**src/rtl/aes_sbox_array.sv**
```systemverilog
`default_nettype none
// +----------------------------------------------------------------------------+
// | Module      : aes_sbox_array                                               |
// | Description : LANES parallel AES byte substitutions behind a LAT-stage     |
// |               valid/ready pipeline with a single global advance signal.    |
// |               Forward S-box always available; inverse S-box and the        |
// |               per-transfer in_inv selection exist only when the macro      |
// |               AES_SBOX_INV_EN is defined (otherwise out_inv reads 0).      |
// | Ports       : clk, rst (sync, active-high)                                 |
// |               in_valid/in_ready/in_data[8*LANES]/in_inv  - input transfer  |
// |               out_valid/out_ready/out_data[8*LANES]/out_inv - result       |
// |               xfer_cnt[16] - completed output transfers, wraps             |
// | Revision    : 1.0 - initial release                                        |
// +----------------------------------------------------------------------------+
module aes_sbox_array #(
    parameter int LANES = 4,
    parameter int LAT   = 2
) (
    input  logic                 clk,
    input  logic                 rst,
    input  logic                 in_valid,
    output logic                 in_ready,
    input  logic [8*LANES-1:0]   in_data,
    input  logic                 in_inv,
    output logic                 out_valid,
    input  logic                 out_ready,
    output logic [8*LANES-1:0]   out_data,
    output logic                 out_inv,
    output logic [15:0]          xfer_cnt
);

    localparam int c_data_w = 8 * LANES;
`ifdef AES_SBOX_INV_EN
    localparam logic c_inv_en = 1'b1;
`else
    localparam logic c_inv_en = 1'b0;
`endif

    // The S-box is computed rather than tabulated: multiplicative inverse in
    // GF(2^8) (x^254, which also maps 0 to 0) followed by the affine map.
    function automatic logic [7:0] xtime(input logic [7:0] a);
        return {a[6:0], 1'b0} ^ (a[7] ? 8'h1b : 8'h00);
    endfunction

    function automatic logic [7:0] gf_mul(input logic [7:0] a, input logic [7:0] b);
        logic [7:0] p;
        logic [7:0] t;
        p = 8'h00;
        t = a;
        for (int i = 0; i < 8; i++) begin
            if (b[i]) p = p ^ t;
            t = xtime(t);
        end
        return p;
    endfunction

    // Square-and-multiply over exponent bits 1..7 accumulates a^254.
    function automatic logic [7:0] gf_inv(input logic [7:0] a);
        logic [7:0] p;
        logic [7:0] r;
        p = a;
        r = 8'h01;
        for (int i = 1; i < 8; i++) begin
            p = gf_mul(p, p);
            r = gf_mul(r, p);
        end
        return r;
    endfunction

    function automatic logic [7:0] rotl8(input logic [7:0] b, input int n);
        return (b << n) | (b >> (8 - n));
    endfunction

    function automatic logic [7:0] fwd_affine(input logic [7:0] b);
        return b ^ rotl8(b, 1) ^ rotl8(b, 2) ^ rotl8(b, 3) ^ rotl8(b, 4) ^ 8'h63;
    endfunction

`ifdef AES_SBOX_INV_EN
    function automatic logic [7:0] inv_affine(input logic [7:0] s);
        return rotl8(s, 1) ^ rotl8(s, 3) ^ rotl8(s, 6) ^ 8'h05;
    endfunction
`endif

    logic                advance;
    logic [c_data_w-1:0] lk_src;
    logic [c_data_w-1:0] lk_data;
    logic                nxt_valid;
    logic                nxt_inv;
`ifdef AES_SBOX_INV_EN
    logic                lk_inv;
`endif

    logic                out_valid_q, out_valid_d;
    logic                out_inv_q, out_inv_d;
    logic [c_data_w-1:0] out_data_q, out_data_d;
    logic [15:0]         xfer_cnt_q, xfer_cnt_d;

    // Whole pipeline moves together; only a stalled, occupied last stage
    // blocks it.
    assign advance  = !out_valid_q || out_ready;
    assign in_ready = advance;

    generate
        if (LAT >= 2) begin : g_lat2
            // Stage 1 registers the raw input; the lookup sits between stages.
            logic                s1_valid_q, s1_valid_d;
            logic                s1_inv_q, s1_inv_d;
            logic [c_data_w-1:0] s1_data_q, s1_data_d;

            always_comb begin
                s1_valid_d = s1_valid_q;
                s1_inv_d   = s1_inv_q;
                s1_data_d  = s1_data_q;
                if (advance) begin
                    s1_valid_d = in_valid;
                    if (in_valid) begin
                        s1_data_d = in_data;
                        s1_inv_d  = in_inv & c_inv_en;
                    end
                end
            end

            always_ff @(posedge clk) begin
                if (rst) begin
                    s1_valid_q <= 1'b0;
                    s1_inv_q   <= 1'b0;
                    s1_data_q  <= '0;
                end else begin
                    s1_valid_q <= s1_valid_d;
                    s1_inv_q   <= s1_inv_d;
                    s1_data_q  <= s1_data_d;
                end
            end

            assign lk_src    = s1_data_q;
            assign nxt_valid = s1_valid_q;
            assign nxt_inv   = s1_inv_q;
`ifdef AES_SBOX_INV_EN
            assign lk_inv    = s1_inv_q;
`endif
        end else begin : g_lat1
            // Single stage: lookup directly on the input bus.
            assign lk_src    = in_data;
            assign nxt_valid = in_valid;
            assign nxt_inv   = in_inv & c_inv_en;
`ifdef AES_SBOX_INV_EN
            assign lk_inv    = in_inv;
`endif
        end
    endgenerate

    always_comb begin
        lk_data = '0;
        for (int i = 0; i < LANES; i++) begin
`ifdef AES_SBOX_INV_EN
            if (lk_inv)
                lk_data[8*i +: 8] = gf_inv(inv_affine(lk_src[8*i +: 8]));
            else
                lk_data[8*i +: 8] = fwd_affine(gf_inv(lk_src[8*i +: 8]));
`else
            lk_data[8*i +: 8] = fwd_affine(gf_inv(lk_src[8*i +: 8]));
`endif
        end
    end

    always_comb begin
        out_valid_d = out_valid_q;
        out_data_d  = out_data_q;
        out_inv_d   = out_inv_q;
        xfer_cnt_d  = xfer_cnt_q + {15'd0, (out_valid_q && out_ready)};
        if (advance) begin
            out_valid_d = nxt_valid;
            // Payload only reloads for real data; bubbles leave it untouched.
            if (nxt_valid) begin
                out_data_d = lk_data;
                out_inv_d  = nxt_inv;
            end
        end
    end

    always_ff @(posedge clk) begin
        if (rst) begin
            out_valid_q <= 1'b0;
            out_inv_q   <= 1'b0;
            out_data_q  <= '0;
            xfer_cnt_q  <= 16'h0000;
        end else begin
            out_valid_q <= out_valid_d;
            out_inv_q   <= out_inv_d;
            out_data_q  <= out_data_d;
            xfer_cnt_q  <= xfer_cnt_d;
        end
    end

    assign out_valid = out_valid_q;
    assign out_data  = out_data_q;
    assign out_inv   = out_inv_q;
    assign xfer_cnt  = xfer_cnt_q;

endmodule
`default_nettype wire

```
**config.mk**
```make
export PLATFORM = sky130hd
export DESIGN_NAME = aes_sbox_array
export DESIGN_NICKNAME = d
export VERILOG_FILES = /design/src/rtl/aes_sbox_array.sv
export SDC_FILE = /design/constraint.sdc
export NUM_CORES = 2
export LEC_CHECK = 0
export CORE_MARGIN = 5
export CORE_UTILIZATION = 40
export DETAILED_ROUTE_END_ITERATION = 8
export PLACE_DENSITY = 0.64
export SLEW_MARGIN = 20
export SYNTH_ARGS = -nofsm -noshare
export SYNTH_HDL_FRONTEND = slang
export SYNTH_SLANG_ARGS = --single-unit
```
**constraint.sdc**
```tcl
create_clock -name clk -period 40.2 [get_ports clk]
set_input_delay 4.02 -clock clk [delete_from_list [all_inputs] [get_ports clk]]
set_output_delay 4.02 -clock clk [all_outputs]
set_load 0.02 [all_outputs]
```
==> impl_metrics.ini <==
[setup_path]
crit_family = XOR/XNOR gates
required_ns = 40.54
reg2reg_depth = 57
regToRegEndpoint = out_data[12]$_SDFFE_PP0P_
cp_data_arrival_time_ns = 20.26
cp_max_fo = 23
path_buf_inv = 5
worstSetupPathType = reg2reg
crit_top_cell = xnor2_1
rr_startpoint = g_lat2.s1_data_q[15]$_SDFFE_PP0P_
slowest_stage = dfxtp_1
cp_slowest_stage_delay_ns = 0.86
startpoint_type = register
reg2reg_setup_slack_ns = 20.28
endpoint_kind = register

[hold_path]
holdPathStages = 2
hold_path_class = reg2reg
hold_end = out_data[8]$_SDFFE_PP0P_
hp-start = out_data[8]$_SDFFE_PP0P_

[placement]
place_hpwl_um = 129000
place.gp.congestion = 0.893
io_buffers = 85

[cts]
numCtsBuffers = 9
htreeDepth = 3
cts_sinks = 82
tritoncts = yes
cts-root-buf = clkbuf_16
clk_latency_ns = 0.45
cts_resized = 0
clock_path_buffers = 2
cts_hold_buf = 0
cts_setup_buffers = 0
path_clk_slew_ns = 0.08

[grt]
grt_pass1_vias = 56100
overflow = 0
grt_pass1_wl_um = 299000
antenna_found_initial = 0
grt_usage_pct = 21.3
grt_start_max_net_pins = 83

[logic_synthesis]
ys_seq_elements = 82
syn_nets = 8534
synth.distinct_cells = 117
synth_flop_cell = dfxtp_1
ys_seq_area_share_pct = 2.66
netlist_instances = 8467
synth-edff-count = 0
yosys_warnings = 0
syn_area_mm2 = 0.0618
ys_async_sr_fraction_pct = 0
avgSynthCellArea_um2 = 7.30

[floorplanning]
ios = 88
dieArea_mm2 = 0.162
rows = 144
initial_core_util_pct = 40.2
die_h_um = 403
core_mm2 = 0.154
chipWidth_um = 403

[layout]
syn2layout_area_growth_pct = 6.00
drive_above_1_share_pct = 8.26
diodes = 0
nets = 8292
nFillCells = 15700

[route]
wl_per_cell_um = 17.9
routed_wl_um = 184000
ant_nets = 0
drc = 0
vias_per_cell = 5.86
dr.pass1.iters = 6
drt_iter0_markers = 6505
num_vias = 60200

[status]
status = completed

[sta]
clock.fmax_mhz = 50.2
min_period_ns = 19.92
finalSetupViolCount = 0
finClkSkew_ns = 0.0475
maxSlewHeadroom_pct = 25.1
slew_violations = 0
hold_viol_final = 0
rsz0062_at_grt = no
setup_tns_ns = 0
finalCritPeriodShare_pct = 49.6
worstMarginPinSlew_ns = 1.12

[flow_run]
drv_cap = 0
[Yosys cell counts, types with 34 or more instances]
cell type  instances  area share (%)
xnor3_1          318              12
mux2i_1          191             3.1
nor3_1           231             1.9
xor3_1            50             1.9
nand2_1          940             5.7
o221ai_1          46            0.65
a21oi_1          474             3.8
nor2b_1           56            0.57
xnor2_2           87             2.3
inv_1             68            0.41
a21o_1            34            0.41
a211oi_1          68            0.83
nand4_1           42            0.43
clkbuf_1         384             2.3
or2_2             34            0.34
a22oi_1           54            0.66
a31oi_1           69            0.70
nand2b_1          53            0.54
a32oi_1           38            0.54
and2_1            54            0.55
a221oi_1          46            0.65
mux2_2            49            0.89
and3_1            56            0.57
buf_2            147             1.2
o22ai_1          103             1.0
o21ai_0          371             3.0
or3_1             58            0.59
nor2_1          1167             7.1
dfxtp_1           82             2.7
xor2_1           429             6.1
nand3_1          245             2.0
o211ai_1         102             1.2
xnor2_1         1496              21
[metrics by stage]
step / instances / utilization, % / instance area [µm²] / hold slack (ns) / worst slack (ns)
after floorplan: 8467 / - / 61800 / 0.448 / 24.64
after global routing: 10300 / 42.6 / 65500 / 0.479 / 18.85
after CTS: 10300 / 42.5 / 65500 / 0.461 / 20.43
final: 10300 / 42.6 / 65500 / 0.455 / 20.28
after detailed placement: 10300 / 42.4 / 65200 / 0.447 / 20.52
after global placement: 10300 / 42.4 / 65200 / 0.439 / 20.82
[flip-flops by register name, indices dropped and copies added (netlist names)]
register           cells
g_lat2.s1_data_q      32
out_data              32
xfer_cnt              16
g_lat2.s1_valid_q      1
out_valid              1
[layout by cell type, fill, tap and decap left out, types with 103 or more instances in the layout]
cell and instances:
mux2i_1 191, o21ai_0 371, xor2_1 412, xnor2_1 1432, nand2_1 940, nand3_1 245
nor2_1 1166, buf_4 263, nor3_1 230, a21oi_1 474, o22ai_1 103, xnor2_2 151
xnor3_1 317
[layer usage]
layer | track usage [%] | part of all wire [%] | wire length, µm | up-vias
met1 | 31.3 | 47 | 85800 | 28600
li1 | - | - | - | 29100
met3 | 2.01 | 6.8 | 12500 | 228
met2 | 34.1 | 45 | 82400 | 2295
met4 | 4.23 | 1.5 | 2770 | 0
met5 | 0 | 0 | 0 | -
[worst register-to-register path, delay by kind of cell, from the launching register on]
| family | cells | cell delay (ns) |
|---|---|---|
| AO/OA/AOI/OAI | 15 | 4.37 |
| XOR/XNOR | 21 | 7.42 |
| adder cells (fa/ha/maj) | 4 | 1.96 |
| buffers and inverters | 5 | 1.95 |
| flip-flops | 1 | 0.86 |
| multiplexers | 3 | 1.06 |
| AND/OR/NAND/NOR | 9 | 2.22 |
[cell type report]
type	count	area, µm²	share of cell area, %
Clock buffer	9	225	0.344
Clock inverter	7	68.8	0.105
Inverter	107	404	0.617
Multi-Input combinational cell	7678	57800	88.2
Sequential cell	82	1640	2.51
Tap cell	2044	2560	3.90
Timing Repair Buffer	347	2820	4.30
[worst max-delay path by stage]
stage / from / end / slack, ns / cells after the start
final: g_lat2.s1_data_q[15]$_SDFFE_PP0P_ / out_data[12]$_SDFFE_PP0P_ / 20.28 / 57
after CTS: g_lat2.s1_data_q[15]$_SDFFE_PP0P_ / out_data[12]$_SDFFE_PP0P_ / 20.43 / 57
after floorplan: g_lat2.s1_data_q[16]$_SDFFE_PP0P_ / out_data[23]$_SDFFE_PP0P_ / 24.64 / 59
after detailed placement: g_lat2.s1_data_q[15]$_SDFFE_PP0P_ / out_data[12]$_SDFFE_PP0P_ / 20.52 / 57
after global placement: g_lat2.s1_data_q[15]$_SDFFE_PP0P_ / out_data[12]$_SDFFE_PP0P_ / 20.82 / 57
after global routing: g_lat2.s1_data_q[15]$_SDFFE_PP0P_ / out_data[12]$_SDFFE_PP0P_ / 18.85 / 57
[kinds of logic (layout without fill, tap and decap cells)]
family / Yosys count / in the layout / synth area share, %
AND/OR/NAND/NOR: 3086 / 3086 / 22.1
other: 1 / 1 / 0.00607
flip-flops: 82 / 82 / 2.66
multiplexers: 247 / 247 / 4.20
buffers and inverters: 707 / 470 / 4.87
adder cells (fa/ha/maj): 38 / 38 / 0.737
XOR/XNOR: 2444 / 2444 / 45.4
AO/OA/AOI/OAI: 1862 / 1862 / 20.0
Power is left out: the tool's default activity adds up to more than one toggle a clock period on the data nets, which glitch-free logic cannot reach.
